==> src/rtl/rf_2p_drv_pkg.sv <==
// Shared types and constants for the two-port register-file pattern driver.
package rf_2p_drv_pkg;

  typedef enum logic [1:0] {
    MODE_WR,
    MODE_RD,
    MODE_WR_RD,
    MODE_CONC
  } mode_e;

  typedef enum logic [1:0] {
    PAT_ZERO,
    PAT_ONE,
    PAT_CHK,
    PAT_ADDR
  } pattern_e;

  typedef enum logic [2:0] {
    IDLE,
    WRITE,
    READ,
    CONC,
    DRAIN,
    DONE
  } state_e;

  // Wide enough for any practical macro width; users slice the low BITS.
  localparam int MAX_BITS = 256;

  // Checkerboard word used on even addresses ('h55.., bit 0 set).
  localparam logic [MAX_BITS-1:0] CHK_EVEN = {(MAX_BITS/2){2'b01}};

endpackage

==> src/rtl/rf_2p_pattern_gen.sv <==
// Combinational data-pattern generator: maps an address to its test word.
module rf_2p_pattern_gen
  import rf_2p_drv_pkg::*;
#(
  parameter int ADDR_WIDTH = 7,
  parameter int BITS       = 32
) (
  input  logic [ADDR_WIDTH-1:0] addr,
  input  logic [1:0]            pattern,
  input  logic [BITS-1:0]       seed,
  output logic [BITS-1:0]       data
);

  localparam int REPS = (BITS + ADDR_WIDTH - 1) / ADDR_WIDTH;

  logic [BITS-1:0] addr_rep;
  logic [BITS-1:0] chk_even;

  assign addr_rep = BITS'({REPS{addr}});
  assign chk_even = CHK_EVEN[BITS-1:0];

  // Select the word for this address according to the requested pattern.
  always_comb begin
    data = '0;
    case (pattern_e'(pattern))
      PAT_ZERO: data = '0;
      PAT_ONE:  data = '1;
      PAT_CHK:  data = addr[0] ? ~chk_even : chk_even;
      PAT_ADDR: data = addr_rep ^ seed;
      default:  data = '0;
    endcase
  end

endmodule

==> src/rtl/rf_2p_pattern_driver.sv <==
// Write/read-back sequencer for the two-port register-file macro wrapper.
module rf_2p_pattern_driver
  import rf_2p_drv_pkg::*;
#(
  parameter int ADDR_WIDTH = 7,
  parameter int BITS       = 32,
  parameter int ERR_W      = 16
) (
  input  logic                  clk,
  input  logic                  rst_n,
  input  logic                  start,
  input  logic                  abort,
  input  logic [1:0]            mode,
  input  logic [1:0]            pattern,
  input  logic [BITS-1:0]       seed,
  input  logic [ADDR_WIDTH:0]   num_words,
  output logic                  CENA,
  output logic [ADDR_WIDTH-1:0] AA,
  output logic                  CENB,
  output logic [ADDR_WIDTH-1:0] AB,
  output logic [BITS-1:0]       DB,
  input  logic [BITS-1:0]       QA,
  output logic                  busy,
  output logic                  done,
  output logic                  err,
  output logic [ERR_W-1:0]      err_count,
  output logic [ADDR_WIDTH-1:0] first_err_addr
);

  localparam logic [ADDR_WIDTH:0] MAX_WORDS = {1'b1, {ADDR_WIDTH{1'b0}}};

  state_e                state;
  mode_e                 mode_q;
  logic [1:0]            pattern_q;
  logic [BITS-1:0]       seed_q;
  logic [ADDR_WIDTH:0]   n_q;
  logic [ADDR_WIDTH:0]   cnt;
  logic [ADDR_WIDTH:0]   cnt_inc;
  logic [ADDR_WIDTH-1:0] cnt_dec;
  logic [BITS-1:0]       wr_data;
  logic [BITS-1:0]       exp_data;

  logic                  pipe_valid;
  logic [ADDR_WIDTH-1:0] pipe_addr;
  logic [BITS-1:0]       pipe_exp;

  assign cnt_inc = cnt + 1'b1;
  assign cnt_dec = cnt[ADDR_WIDTH-1:0] - 1'b1;

  rf_2p_pattern_gen #(.ADDR_WIDTH(ADDR_WIDTH), .BITS(BITS)) u_gen_wr (
    .addr    (cnt[ADDR_WIDTH-1:0]),
    .pattern (pattern_q),
    .seed    (seed_q),
    .data    (wr_data)
  );

  rf_2p_pattern_gen #(.ADDR_WIDTH(ADDR_WIDTH), .BITS(BITS)) u_gen_exp (
    .addr    (AA),
    .pattern (pattern_q),
    .seed    (seed_q),
    .data    (exp_data)
  );

  // Sequencer: walks the address counter and drives registered port A/B controls.
  always_ff @(posedge clk) begin
    if (!rst_n) begin
      state     <= IDLE;
      mode_q    <= MODE_WR;
      pattern_q <= '0;
      seed_q    <= '0;
      n_q       <= '0;
      cnt       <= '0;
      CENA      <= 1'b1;
      AA        <= '0;
      CENB      <= 1'b1;
      AB        <= '0;
      DB        <= '0;
      busy      <= 1'b0;
      done      <= 1'b0;
    end else begin
      CENA <= 1'b1;
      CENB <= 1'b1;
      done <= 1'b0;
      case (state)
        IDLE: begin
          if (start) begin
            mode_q    <= mode_e'(mode);
            pattern_q <= pattern;
            seed_q    <= seed;
            n_q       <= (num_words > MAX_WORDS) ? MAX_WORDS : num_words;
            cnt       <= '0;
            busy      <= 1'b1;
            if (num_words == '0) begin
              state <= DONE;
            end else begin
              case (mode_e'(mode))
                MODE_RD:   state <= READ;
                MODE_CONC: state <= CONC;
                default:   state <= WRITE;
              endcase
            end
          end
        end
        WRITE: begin
          if (abort) begin
            state <= DRAIN;
          end else begin
            CENB <= 1'b0;
            AB   <= cnt[ADDR_WIDTH-1:0];
            DB   <= wr_data;
            cnt  <= cnt_inc;
            if (cnt_inc == n_q) begin
              cnt   <= '0;
              state <= (mode_q == MODE_WR_RD) ? READ : DONE;
            end
          end
        end
        READ: begin
          if (abort) begin
            state <= DRAIN;
          end else begin
            CENA <= 1'b0;
            AA   <= cnt[ADDR_WIDTH-1:0];
            cnt  <= cnt_inc;
            if (cnt_inc == n_q) state <= DRAIN;
          end
        end
        CONC: begin
          if (abort) begin
            state <= DRAIN;
          end else begin
            if (cnt != n_q) begin
              CENB <= 1'b0;
              AB   <= cnt[ADDR_WIDTH-1:0];
              DB   <= wr_data;
            end
            if (cnt != '0) begin
              CENA <= 1'b0;
              AA   <= cnt_dec;
            end
            cnt <= cnt_inc;
            if (cnt == n_q) state <= DRAIN;
          end
        end
        DRAIN: state <= DONE;
        DONE: begin
          done  <= 1'b1;
          busy  <= 1'b0;
          state <= IDLE;
        end
        default: state <= IDLE;
      endcase
    end
  end

  // Read-data compare: one-deep pipeline tracks the read the macro sampled last edge.
  always_ff @(posedge clk) begin
    if (!rst_n) begin
      pipe_valid     <= 1'b0;
      pipe_addr      <= '0;
      pipe_exp       <= '0;
      err            <= 1'b0;
      err_count      <= '0;
      first_err_addr <= '0;
    end else begin
      pipe_valid <= ~CENA;
      pipe_addr  <= AA;
      pipe_exp   <= exp_data;
      if (state == IDLE && start) begin
        err            <= 1'b0;
        err_count      <= '0;
        first_err_addr <= '0;
      end else if (pipe_valid && (QA != pipe_exp)) begin
        err <= 1'b1;
        if (err_count != '1) err_count <= err_count + 1'b1;
        if (!err) first_err_addr <= pipe_addr;
      end
    end
  end

endmodule

==> config.mk <==
export PLATFORM = sky130hd
export DESIGN_NAME = rf_2p_pattern_driver
export DESIGN_NICKNAME = d
export VERILOG_FILES = /design/src/rtl/rf_2p_drv_pkg.sv /design/src/rtl/rf_2p_pattern_gen.sv /design/src/rtl/rf_2p_pattern_driver.sv
export SDC_FILE = /design/constraint.sdc
export NUM_CORES = 1
export LEC_CHECK = 0
export BUFFER_PORTS_ARGS = -buffer_cell sky130_fd_sc_hd__buf_2
export CORE_ASPECT_RATIO = 0.75
export CORE_MARGIN = 2
export CORE_UTILIZATION = 50
export DETAILED_ROUTE_END_ITERATION = 12
export PLACE_DENSITY = 0.72
export SLEW_MARGIN = 20
export SYNTH_ARGS = -nofsm -noshare
export SYNTH_HDL_FRONTEND = slang
export SYNTH_HIERARCHICAL = 1
export SYNTH_SLANG_ARGS = --single-unit
==> constraint.sdc <==
create_clock -name clk -period 2.15 [get_ports clk]
set_input_delay 0.3225 -clock clk [delete_from_list [all_inputs] [get_ports clk]]
set_output_delay 0.3225 -clock clk [all_outputs]
set_load 0.005 [all_outputs]
== Word level (Yosys, flattened, before mapping) ==
Cells that the tools add are included.

* Add/sub/neg operators: 3
* $lt $le $gt $ge: 1
* Equal/unequal tests: 26
* Muxes and demuxes: 42
* Bitwise operators: 5
* Reduce and logical (&&, ||, !) cells: 20

{| class="wikitable"
|+ Operators with widths
! operator !! count
|-
| $pmux 32 s4 || 2
|-
| $mux 32 || 5
|-
| $pmux 32 s2 || 1
|-
| $xor 32x32->32 || 2
|-
| $mux 8 || 5
|-
| $mux 7 || 5
|-
| $ne 32x32->1 || 1
|-
| $pmux 7 s2 || 2
|-
| $mux 3 || 9
|-
| $pmux 8 s3 || 1
|-
| $add 16x1->16 const B || 1
|-
| $eq 8x8->1 || 2
|-
| $ne 16x16->1 const B || 1
|-
| $reduce_and 4->1 || 4
|-
| $pmux 3 s5 || 1
|-
| $ne 2x2->1 const B || 7
|-
| $ne 3x3->1 const B || 3
|-
| $add 8x1->8 const B || 1
|-
| $eq 2x2->1 const B || 4
|-
| $gt 8x8->1 const B || 1
|-
| $logic_not 8->1 || 1
|-
| $ne 8x8->1 || 1
|-
| $reduce_and 2->1 || 4
|-
| $reduce_bool 8->1 || 1
|-
| other kinds (15) || 32
|}

* Register bits: 169
* Input bits: 80
* Output and inout bits: 74
* Word-level logic and storage cells: 116

== Logic depth before layout (Yosys ltp) ==
Gate-level depths: netlist of run 1.

* Word-level depth: 5
* Mapped depth: 8

== By module ==
The synthesis of run 1 kept the hierarchy.

{| class="wikitable"
|+ Modules (own cells, without submodules)
! module !! times used !! cells each !! area an instance (um^2) !! sequential area each (um^2)
|-
| rf_2p_pattern_driver || 1 || 747 || 6,806.5 || 3,383.2
|-
| rf_2p_pattern_gen (u_gen_wr) || 1 || 87 || 589.3 || 0.0
|-
| rf_2p_pattern_gen (u_gen_exp) || 1 || 87 || 558.0 || 0.0
|}

== Worst setup path after synthesis of run 1 ==
No wires, ideal clock.

* Path type: register to register
* From: register cnt[1]
* To: register state[0]
* Setup time: 121 ps
* Arrival: 2,106 ps
* Slack: -78 ps
* Cell stages (with the launch flop): 8
* Path buffers: 1
* Period minus slack after synthesis: 2,228 ps
* Path through: dfxtp_1 -> buf_4 -> nand4_4 -> or3_4 -> a2111oi_4 -> o211ai_4 -> a32oi_4 -> mux2_4

* Longest elaborated chain between the ends: 4
* Elaborated cells between the ends (all ways): 7

{| class="wikitable"
|+ Ends and longest elaborated chain
! what !! line !! text
|-
| start: declaration || rf_2p_pattern_driver.sv:37 || <nowiki>logic [ADDR_WIDTH:0] cnt;</nowiki>
|-
| start signal: assignment || rf_2p_pattern_driver.sv:111 || <nowiki>cnt <= cnt_inc;</nowiki>
|-
| start signal: assignment || rf_2p_pattern_driver.sv:124 || <nowiki>cnt <= cnt_inc;</nowiki>
|-
| start signal: assignment || rf_2p_pattern_driver.sv:141 || <nowiki>cnt <= cnt_inc;</nowiki>
|-
| $add 8x1->8 || rf_2p_pattern_driver.sv:47 || <nowiki>assign cnt_inc = cnt + 1'b1;</nowiki>
|-
| $eq 8x8->1 || rf_2p_pattern_driver.sv:112, rf_2p_pattern_driver.sv:125 ||
|-
| $ne 3x3->1 (no line) || n/a ||
|-
| $reduce_and 4->1 (no line) * || n/a ||
|-
| end signal: assignment || rf_2p_pattern_driver.sv:114 || <nowiki>state <= (mode_q == MODE_WR_RD) ? READ : DONE;</nowiki>
|-
| end: declaration || rf_2p_pattern_driver.sv:32 || <nowiki>state_e state;</nowiki>
|}

Mark *: on every way between the ends. The rest lies on a longest branch, timed or not.
A chain may end at the register's enable or synchronous reset.

== Worst setup path after layout of run 1 ==
* From: register cnt[0]
* To: register state[0]

Same word-level chain as after synthesis.

==> results of run 1 <==
-- per-layer routing --
| layer | share of wire, % | routed length, microns | GRT usage [%] | vias up |
|---|---|---|---|---|
| li1 | - | - | - | 3425 |
| met1 | 51 | 10600 | 39.2 | 3071 |
| met2 | 40 | 8200 | 33.1 | 236 |
| met3 | 7.6 | 1570 | 4.72 | 20 |
| met4 | 1.3 | 277 | 7.17 | 0 |
| met5 | 0 | 0 | 0 | - |
-- Yosys cell counts (all sizes together), types with 4 or more instances --
cell    count
and2       44
a211oi      8
nor4       10
a21oi     131
nand3b      5
nand4      12
inv        10
or4         9
xnor2      74
dfxtp     169
buf        32
xor2       38
clkbuf     39
o211ai      6
nor2       73
or3        11
nand3      25
and3        4
o31ai       5
nor3        8
nand2     105
a22o        4
mux2i      42
o21ai      34
-- registers in the layout (all words and copies together) (netlist names), 8 cells and up --
register / cells
DB: 32
pipe_exp: 32
seed_q: 32
err_count: 16
cnt: 8
n_q: 8
-- timing repair --
item                                    4_1_cts  5_1_grt
hold endpoints to repair                      0        0
resized for setup                             2       13
endpoints found under the setup margin        2       12
pin swaps                                     0        5
-- final cells by class --
class | count | area [sq um]
fillers | 1314 | 5710
multi-input cells | 671 | 4200
flip-flops and latches | 169 | 3400
repair buffers | 197 | 1140
clock buffers | 19 | 443
well taps | 205 | 256
clock inverters | 13 | 186
inverters | 10 | 37.5
-- worst max-delay path by stage --
stage | depth (start not counted) | start | end
after CTS | 6 | cnt[1] | state[0]
final | 6 | cnt[0] | state[0]
after detailed placement | 7 | num_words[3] | state[0]
after global placement | 7 | num_words[3] | state[0]
after global routing | 7 | cnt[0] | state[1]
after floorplan | 7 | cnt[1] | state[0]
-- placed cells by master (no fill, tap or decap), drive strengths merged, types with 2 or more instances in the layout --
cell type,count
a211oi,8
a21oi,131
a22o,4
and2,44
and3,4
and4,2
buf,197
bufinv,3
clkbuf,19
clkinv,4
dfxtp,169
ha,3
inv,15
mux2i,42
nand2,105
nand2b,2
nand3,25
nand3b,5
nand4,12
nor2,73
nor2b,3
nor3,8
nor4,10
o211ai,6
o21a,3
o21ai,34
o31ai,5
or2,2
or3,11
or4,9
xnor2,74
xor2,38
-- worst register-to-register path: cells and delay by family (launching register included) --
| family | cells | cell delay, ns |
|---|---|---|
| AOI/OAI and AO/OA | 3 | 0.81 |
| and+or+nand+nor | 2 | 0.53 |
| DFF | 1 | 0.38 |
| muxes | 1 | 0.32 |
-- kinds of logic after synthesis --
family                     Yosys count  synth area share [%]
AOI/OAI and AO/OA                  196                  14.6
xor gates and xnor gates           112                  12.3
adders and majority gates            3                 0.472
buffers and inverters               81                  5.22
DFF                                169                  42.5
muxes                               43                  5.47
and+or+nand+nor                    317                  19.4
-- power breakdown --
part	internal, uW	total [uW]	switching, uW
Clock	1900	3260	1360
Sequential	3530	3980	450
Combinational	1250	2900	1650
Total	6680	10100	3460
-- metrics by stage --
stage	hold slack [ns]	setup TNS, ns	instance area [sq um]
floorplan	0.401	0	7950
global placement	0.396	-0.00567	8980
detailed placement	0.397	-0.0643	8980
CTS	0.113	0	9620
global route	0.115	-0.120	9660
finish	0.120	0	9660
==> run summary, run 1 <==
The run gives 0 as the residual overflow from global routing. Synthesis produced a netlist with a net count of 1004. The area growth from synthesis to layout is 21.5%.

Summed over all cells, the static leakage comes to 0.00390 uW. The detailed-routing iteration count for the pre-antenna-repair pass is 5, and the worst-case reg-to-reg path depth is 6. Of the synthesized area, sequential elements account for 42.5%. In this run the critical register-to-register path is launched from cnt[0]. After the first detailed-routing iteration, the DRC count stood at 628. The number of slew-limit violations in the final report was 0; the buffer depth of the longest clock path was 2. After floorplanning, the core was divided into 39 placement rows. The kind of cell with the highest combined delay along the critical path is compound AO/OA/AOI/OAI gates. After clock tree synthesis, the flow added hold-fix buffers numbering 0. The final standard cell count with taps included and fillers excluded was 1284; the distinct cell type count after synthesis was 50. After synthesis the netlist holds a flip-flop and latch count of 169. Routability-driven placement finished with a final weighted congestion of 0.828.

The signal on the critical path passes through nand4_4 > or3_4 > a2111oi_4 > o211ai_4 > a32oi_4 > mux2_4. The max capacitance violation total is 0, and the area share of the leading cell type in the synthesized netlist is 42.5%. In this run the tightest slew margin relative to its limit is 41.5%.

The type of element capturing the critical path is a flop. Timing analysis after detailed placement gives a worst setup slack of -0.0639 ns. Total placed cells including tap cells: 1252. The synthesized area per cell works out to 8.64 sq um. The slowest stage cell on the critical path is sky130_fd_sc_hd__or3_4. The number of synthesized flops with an enable pin came out at 0.

The count of final hold-check violations was 0. Once routing completed, OpenROAD measured the worst setup slack at 0.0101 ns. For the pin with the worst max-slew slack, the measured transition is 0.874 ns.

Entering global routing, the biggest net connects 91 pins. For the number of antenna violations at the first check in global routing, the log shows 0. Derived from the worst setup path, the maximum achievable clock frequency is 467 MHz.

The run finished with clean final reports. For this run, the total global-route usage over all layers was measured as 24.6%. The initial utilization of the core area, before any placement, comes to 51.7%.

The final wirelength was 20600 microns; the setup violation total in the final timing report was 0. Yosys synthesis warning count: 6. The critical path is of the reg2reg type.

The TritonCTS buffer count is 17. The startpoint identified for the worst hold timing path is num_words[4]. The number of remaining DRC errors is 0, and the post-CTS clock slew at the launch and capture registers of the worst setup and hold paths is 0.07 ns.

The logs give 0 for the antenna diode instance count and 15400 sq um for the placeable core region. The tools report the half-perimeter wire length of the detailed placement result as 14600 microns. The most area-hungry cell type in the Yosys netlist is sky130_fd_sc_hd__dfxtp_1. The post-detailed-route count of antenna-violating nets is 0, and the worst stage delay on the critical path is 0.42 ns. The fraction of registers with async set or reset after synthesis is 0%, and the buffers inserted during post-CTS setup optimization is 0. The synthesized netlist occupies a cell area of 7950 sq um.

The share of the core filled with cells in the final layout came out at 62.9%. At the end of the flow, the number of nets in the layout was 1149. The routed layout has 6752 vias. Buffer and inverter count on the worst path: 0. For the worst setup path, the data required time is 2.47 ns. In this run the horizontal extent of the chip is 150 microns.

The path with the worst hold slack has its endpoint at n_q[4]. The average wire per cell in the routed design is 16.1 microns, and the cell area power density is 1050 nW/um^2. Setup repair after global routing could not meet its margin everywhere.

CTS H-tree depth: 4. Summing internal, switching and leakage power gives 10100 uW. STA classifies the critical path startpoint as a flop.

The tools report the largest vdd supply drop as 586 uV. The post-route netlist has 23.7% of its cells at a drive strength greater than 1. The worst path uses 99.5% of the clock period. TritonCTS built the clock tree.

Clock skew on the completed layout was measured at 0.0118 ns. In this run the critical register-to-register path is captured at state[0]. Measured along the y axis, the die boundary spans 113 microns.

By area the synthesized netlist is led by sky130_fd_sc_hd__dfxtp_1 43%, sky130_fd_sc_hd__xnor2_1 8.1%, sky130_fd_sc_hd__a21oi_1 7.9%, sky130_fd_sc_hd__mux2i_1 5.3%, sky130_fd_sc_hd__nand2_1 5.0%. The tightest min-delay check is of the in2reg type. Minimum clock period after layout: 2.14 ns. Library cell used as clock root buffer: sky130_fd_sc_hd__clkbuf_16.

Port buffering added 153 buffers. For the worst-skew pair, the clock arrives at the later sink with an insertion delay of 0.43 ns. In the synthesized netlist, the number of instances is 921. The via count of the first global-routing pass is 6125, and the first-pass GRT wire length is 32700 microns.

The count of boundary I/O pins was 154. Along the worst hold path, the cell count comes to 2. The die area is 16900 sq um, and the worst setup slack for register-to-register paths is 0.01 ns. Along the worst path, the maximum fanout reaches 6.

After detailed routing, the number of vias per cell comes to 5.26. The tree built by TritonCTS fans out to 169 sinks. For the worst setup path, the data arrival time is 2.46 ns. For this run, the leading register cell type out of synthesis is sky130_fd_sc_hd__dfxtp_1.
Note: power is estimated with default switching activity, not from simulation.
==> inputs of run 2 (changes only) <==
Settings changed: CORE_UTILIZATION 50 to 52, CTS_BUF_LIST set to sky130_fd_sc_hd__clkbuf_4, PLACE_DENSITY 0.72 to 0.75.
==> run summary, run 2 (synthesized netlist as in run 1, its figures left out) <==
The tools report the sequential power share as 45.8% (+6.5 points). In this run the worst hold path is classified as in2reg. The tools report the count of final hold-check violations as 0 (unchanged). Via count of the first global-routing pass: 6579 (+7.4%). The tools report the half-perimeter wire length of the detailed placement result as 14500 microns (-0.53%). In the layout the commonest cells are 163 x sky130_fd_sc_hd__dfxtp_1, 153 x sky130_fd_sc_hd__buf_2, 126 x sky130_fd_sc_hd__a21oi_1, 105 x sky130_fd_sc_hd__nand2_1, 72 x sky130_fd_sc_hd__nor2_1. The maximum fanout encountered on the critical timing path works out to 3 (-3). The run gives 19.9% (-12 points) as the part of the total power dissipated in the clock network. STA classifies the critical path startpoint as a flop. The placeable core region was 15100 sq um (-1.9%). The tools report the final wirelength as 21600 microns (+4.6%). The internal power summed over all cells is 5420 uW (-19%).

The setup slack of the critical path after layout came out at 0.0488 ns (+0.0387 ns). Number of vias in the routed layout: 7036 (+4.2%). The net switching share of the total power is 37.5% (+3.4 points). The run gives 52.8% (+1.0 points) as the starting density of the core. The run gives 169 (unchanged) as the clock net sink count.

The site row count is 39 (unchanged). Buffer depth of the longest clock path: 2 (unchanged). The number of slew-limit violations in the final report is 0 (unchanged). The total power after layout was 8680 uW (-14%); the number of cells on the worst hold path was 3 (+1). The largest registers in the layout are DB: 32 flops, pipe_exp: 32 flops, seed_q: 32 flops. The final net count is 1188 (+3.4%). Count of boundary I/O pins: 154 (unchanged). The port buffer count was 153 (unchanged).

The max capacitance violation total was 0 (unchanged). The die span in y is 111 microns (-1.9%). The run gives 523 uV (-11%) as the largest vdd supply drop. TritonCTS built the clock tree.

The setup violation total in the final timing report was 0 (unchanged); the average wire per cell in the routed design was 16.3 microns (+1.5%). The run gives 34.3% (+5.7 points) as the share of total power in combinational logic. The worst setup slack for register-to-register paths was 0.05 ns (+0.04 ns); the cell area power density was 894 nW/um^2 (-15%).

The run gives 27.0% (+2.3 points) as the all-layer global routing usage. The pin count of the biggest net entering global routing came out at 91 (unchanged). The fraction of layout cells with a size suffix above 1 is 22.7% (-1.0 points). The worst slack after detailed placement was -0.0268 ns (+0.0370 ns). The tools report the required time reported for the critical path endpoint as 2.64 ns (+0.17 ns). The tools report the highest clock rate as 476 MHz (+1.8%).

The logs give 4210 sq um (+0.24%) for the multi-input combinational cell area and 6 (+1) for the detailed-routing iteration count for the pre-antenna-repair pass. The die boundary width is 147 microns (-1.9%), and the detailed router's first-iteration violation count is 722 (+15%). The tools report the leakage power figure as 0.00391 uW (+0.18%). The root buffer cell chosen for the clock tree is sky130_fd_sc_hd__clkbuf_4. The worst-case reg-to-reg path depth is 6 (unchanged), and the first-pass GRT wire length is 34900 microns (+6.5%). The post-route clock skew is 0.0282 ns (+0.0164 ns). The most frequent standard cell in the layout excluding fill and tap cells was sky130_fd_sc_hd__dfxtp_1. Clock network latency to the later pin of the worst-skew pair: 0.59 ns (+0.16 ns). Number of remaining DRC errors: 0 (unchanged). The critical path arrival is 2.59 ns (+0.13 ns), and the minimum clock period after layout is 2.10 ns (-0.0387 ns).

The post-CTS clock slew at the launch and capture registers of the worst setup and hold paths works out to 0.14 ns (+0.07 ns). The filler cell count came out at 1290 (-1.8%). Total placed cells including tap cells: 1246 (-0.48%). The tools report the die area as 16300 sq um (-3.7%).

The tools report the type of element capturing the critical path as a flop. The post-detailed-route count of antenna-violating nets is 0 (unchanged), and the footprint of the flip-flops and latches is 3390 sq um (-0.11%). The worst-case headroom to the max-slew limit was 42.2% (+0.67 points). The slew at the pin closest to its max-slew limit is 0.864 ns (-0.00997 ns), and the residual overflow from global routing is 0 (unchanged).

Power spent charging and discharging nets: 3260 uW (-5.7%). The run finished with clean final reports. The tools report the TritonCTS buffer count as 17 (unchanged). Setup repair after global routing left no endpoint under its margin.

From synthesis to final layout, the design area changed by 22.1%. The final critical-path share of the clock period was 97.7% (-1.8 points); the number of antenna violations at the first check in global routing was 1 (+1). The CTS H-tree depth is 4 (unchanged), and the per-cell via count in the routed design is 5.31 (+1.1%). The run gives 1324 (+3.1%) as the final standard cell count with taps included and fillers excluded. The critical path start-end classification was reg2reg. Routability congestion estimate: 0.878 (+6.0%).
==> run 2: cell count changes in the layout (fill, tap and decap cells not counted), sizes merged <==
cell	change
buf	-5
bufinv	-2
clkbuf	+2
clkinv	+4
clkinvlp	+1
diode	+1
dlygate4sd3	+43
inv	-4
==> run 2: worst paths after layout <==
check	from	to
setup / recovery	n_q[7]	state[0]
hold / removal	num_words[7]	n_q[7]
setup reg to reg	n_q[7]	state[0]
hold reg to reg	CENA	pipe_valid
==> run 2: layout make-up <==
type / instances / area share [%]
clock inverter: 12 / 1.06
multi-input combinational: 671 / 43.4
clock buffer: 20 / 1.55
antenna: 1 / 0.0258
timing repair buffer: 236 / 16.1
inverter: 10 / 0.386
sequential: 169 / 34.9
tap: 205 / 2.64
==> run 2: per-layer routing <==
metal / GRT usage [%] / routed length [microns] / share of wire (%) / vias to the layer above
met2: 37.3 / 8870 / 41 / 293
met5: 0 / 0 / 0 / -
met4: 9.06 / 430 / 2.0 / 0
met1: 40.7 / 10400 / 48 / 3205
li1: - / - / - / 3501
met3: 6.54 / 1850 / 8.6 / 37
==> run 2: power by group through the flow <==
stage          registers [uW]  clock network (uW)  logic, uW
3_5_place_dp             4030                   0       2790
4_1_cts                  3960                1760       2890
6_report                 3980                1730       2980
5_1_grt                  4020                1920       3260
3_3_place_gp             4020                   0       2750
2_1_floorplan            3840                   0       2140
==> run 2: metrics by stage <==
step	hold WS (ns)	utilization, %	setup TNS (ns)	area (sq um)
floorplan	0.401	-	0	7950
global placement	0.390	59.3	0	8940
detailed placement	0.403	59.3	-0.0658	8940
CTS	0.0205	64.0	0	9650
global route	0.00737	64.4	0	9710
finish	0.0610	64.4	0	9710
==> run 2: timing repair <==
action | 4_1_cts | 5_1_grt
gates resized for setup | 2 | 16
setup endpoints to repair | 10 | 34
buffers inserted | 1 | 1
pin swaps | 1 | 1
endpoints found under the hold margin | 43 | 0
hold buffers | 43 | 0
==> run 2: worst max-delay path: stages (launching register included) <==
cell and delay, ns:
sky130_fd_sc_hd__dfxtp_1 0.36, sky130_fd_sc_hd__xnor2_2 0.16, sky130_fd_sc_hd__or3_4 0.41, sky130_fd_sc_hd__a2111oi_4 0.36, sky130_fd_sc_hd__o211ai_4 0.16, sky130_fd_sc_hd__a32oi_4 0.23, sky130_fd_sc_hd__mux2_4 0.32
==> inputs of run 3 (changes only) <==
Settings changed: CORE_ASPECT_RATIO 0.75 to 2.
Clock period 2.15 ns to 1.9 ns, I/O delays scaled along.
==> run summary, run 3 (synthesized netlist as in run 1, its figures left out) <==
The count of final hold-check violations came out at 0 (unchanged). The tools report the half-perimeter wire length of the detailed placement result as 14300 microns (-1.7%). Leakage power figure: 0.00417 uW (+6.7%). The run gives 2.37 ns (-0.27 ns) as the required time reported for the critical path endpoint. The die span in y is 179 microns (+61%), and the minimum clock period after layout is 2.06 ns (-0.0377 ns). The logs give 2.53 ns (-0.06 ns) for the critical path arrival and 22100 microns (+2.1%) for the final wirelength.

The clock net sink count is 169 (unchanged), and the TritonCTS buffer count is 17 (unchanged). The largest registers in the layout are DB: 32 flops, pipe_exp: 32 flops, seed_q: 32 flops. Type of element launching the critical path: a flop. The detailed router's first-iteration violation count was 570 (-21%).

TritonCTS built the clock tree. The flow ran to the end, but the final reports show violations. The setup violation total in the final timing report is 21 (+21), and the fraction of layout cells with a size suffix above 1 is 29.4% (+6.7 points).

The number of vias in the routed layout was 7292 (+3.6%); the worst-case hold slack was 0.0188 ns (-0.0422 ns). The worst slack after detailed placement was -0.234 ns (-0.207 ns); the buffer and inverter count on the worst path was 0 (unchanged). Signed area change from the synthesized netlist to the final layout: 30.7%. For the setup slack of the critical path after layout, the log shows -0.164 ns (-0.212 ns).

For the number of antenna violations at the first check in global routing, the log shows 1 (unchanged). The CTS H-tree depth was 4 (unchanged); the site row count was 64 (+64%). The tools report the all-layer global routing usage as 24.9% (-2.1 points). The routability congestion estimate is 0.865 (-1.4%). The tree is rooted in a sky130_fd_sc_hd__clkbuf_4. Number of slew-limit violations in the final report: 0 (unchanged).

The worst stage delay on the critical path was 0.42 ns (about the same). Traced cell by cell, the critical path runs through nand4_4 > or3_4 > a2111oi_4 > o211ai_4 > a32oi_4 > mux2_4. For the largest vdd supply drop, the log shows 674 uV (+29%).

The slew at the pin closest to its max-slew limit is 0.796 ns (-0.0682 ns), and the max capacitance violation total is 0 (unchanged). The post-route clock skew is 0.0282 ns (-0.00000280 ns), and the residual overflow from global routing is 0 (unchanged). The pin count of the biggest net entering global routing is 91 (unchanged). The run gives 6640 (+0.93%) as the via count of the first global-routing pass. The type of the worst min-delay path is in2reg. The total power after layout was 10300 uW (+19%).

For the final net count, the log shows 1221 (+2.8%). The average wire per cell in the routed design is 16.4 microns (+0.29%), and the starting density of the core is 52.6% (-0.20 points). Setup repair after global routing could not meet its margin everywhere. The maximum fanout encountered on the critical timing path was 6 (+3). Slowest stage cell on the critical path: sky130_fd_sc_hd__dfxtp_4.

For the die area, the log shows 16400 sq um (+0.30%). The highest clock rate is 485 MHz (+1.8%). The final critical-path share of the clock period came out at 109% (+11 points).

The checks that failed: negative setup slack. The run gives 0 (unchanged) as the post-detailed-route count of antenna-violating nets. The die boundary width was 91.5 microns (-38%); the clock network latency to the later pin of the worst-skew pair was 0.58 ns (about the same).

The cell area power density was 992 nW/um^2 (+11%). Placeable core region: 15100 sq um (+0.37%). The number of remaining DRC errors was 0 (unchanged). Filler cell count: 1216 (-5.7%). The worst-case headroom to the max-slew limit came out at 46.9% (+4.8 points). The kind of cell adding the most delay to the critical path was compound AO/OA/AOI/OAI gates. In the layout the commonest cells are 154 x sky130_fd_sc_hd__dfxtp_1, 154 x sky130_fd_sc_hd__buf_2, 121 x sky130_fd_sc_hd__a21oi_1, 105 x sky130_fd_sc_hd__nand2_1, 70 x sky130_fd_sc_hd__nor2_1.

The tools report the buffer depth of the longest clock path as 2 (unchanged). The type of element capturing the critical path is a flop. The port buffer count was 153 (unchanged). The detailed-routing iteration count for the pre-antenna-repair pass is 5 (-1), and the total placed cells including tap cells is 1260 (+1.1%). The post-CTS clock slew at the launch and capture registers of the worst setup and hold paths is 0.15 ns (about the same), and the multi-input combinational cell area is 4470 sq um (+6.1%). The footprint of the flip-flops and latches was 3410 sq um (+0.48%); the summed negative setup slack over all endpoints was -1.72 ns (-1.72 ns). The first-pass GRT wire length is 32600 microns (-6.5%). The per-cell via count in the routed design came out at 5.41 (+1.8%).

The critical path in this run is classified as reg2reg. Final standard cell count with taps included and fillers excluded: 1348 (+1.8%). The count of boundary I/O pins is 154 (unchanged).
==> run 3: cell types whose count changed in the layout (fill, tap and decap cells not counted), sizes merged <==
cell	delta
inv	+4
dlygate4sd3	-2
clkbuf	+1
clkinv	-7
bufinv	+2
clkinvlp	+2
buf	+31
==> run 3: through the flow <==
stage                     utilization (%)  area (sq um)
after global routing                 68.7         10400
after global placement               60.1          9100
final                                68.7         10400
after detailed placement             60.1          9100
after CTS                            65.5          9910
after floorplan                         -          7980
==> run 3: worst paths after layout <==
path | slack [ns] | to | start | cells after the start
worst max-delay path | -0.16 | state[0] | cnt[1] | 6
worst max register to register | -0.16 | state[0] | cnt[1] | 6
worst min-delay path | 0.02 | n_q[4] | num_words[4] | 3
worst min register to register | 0.41 | pipe_valid | CENA | 1
==> run 3: where the power goes <==
part / internal [uW] / switching, uW
registers: 3990 / 478
clock network: 912 / 1310
logic: 1650 / 1970
total: 6550 / 3760
==> run 3: worst reg2reg max path, cell delays in order (launching register included) <==
cell and delay, ns:
sky130_fd_sc_hd__dfxtp_4 0.42, sky130_fd_sc_hd__nand4_4 0.11, sky130_fd_sc_hd__or3_4 0.36, sky130_fd_sc_hd__a2111oi_4 0.37
sky130_fd_sc_hd__o211ai_4 0.15, sky130_fd_sc_hd__a32oi_4 0.24, sky130_fd_sc_hd__mux2_4 0.32
==> run 3: metal layers <==
metal	GRT usage (%)	part of all wire (%)	routed length, microns	vias to the layer above
met5	0	0	0	-
met4	10.2	3.1	688	0
met3	4.08	5.6	1240	55
met2	42.8	50	11000	300
met1	30.8	42	9160	3375
li1	-	-	-	3562
==> run 3: final cells by class <==
type | instances | share of cell area, %
Timing Repair Buffer | 269 | 18.6
Clock inverter | 13 | 1.61
Clock buffer | 17 | 1.23
Tap cell | 198 | 2.38
Antenna cell | 1 | 0.0241
Multi-Input combinational cell | 671 | 43.0
Inverter | 10 | 0.361
Sequential cell | 169 | 32.8
==> run 3: repair_timing <==
item                       4_1_cts  5_1_grt
hold endpoints to repair        41        0
buffers inserted                 2        4
gates cloned                     1        9
resized for setup               17       79
hold buffers                    41        0
setup endpoints to repair       72       76
pin swaps                        3       46
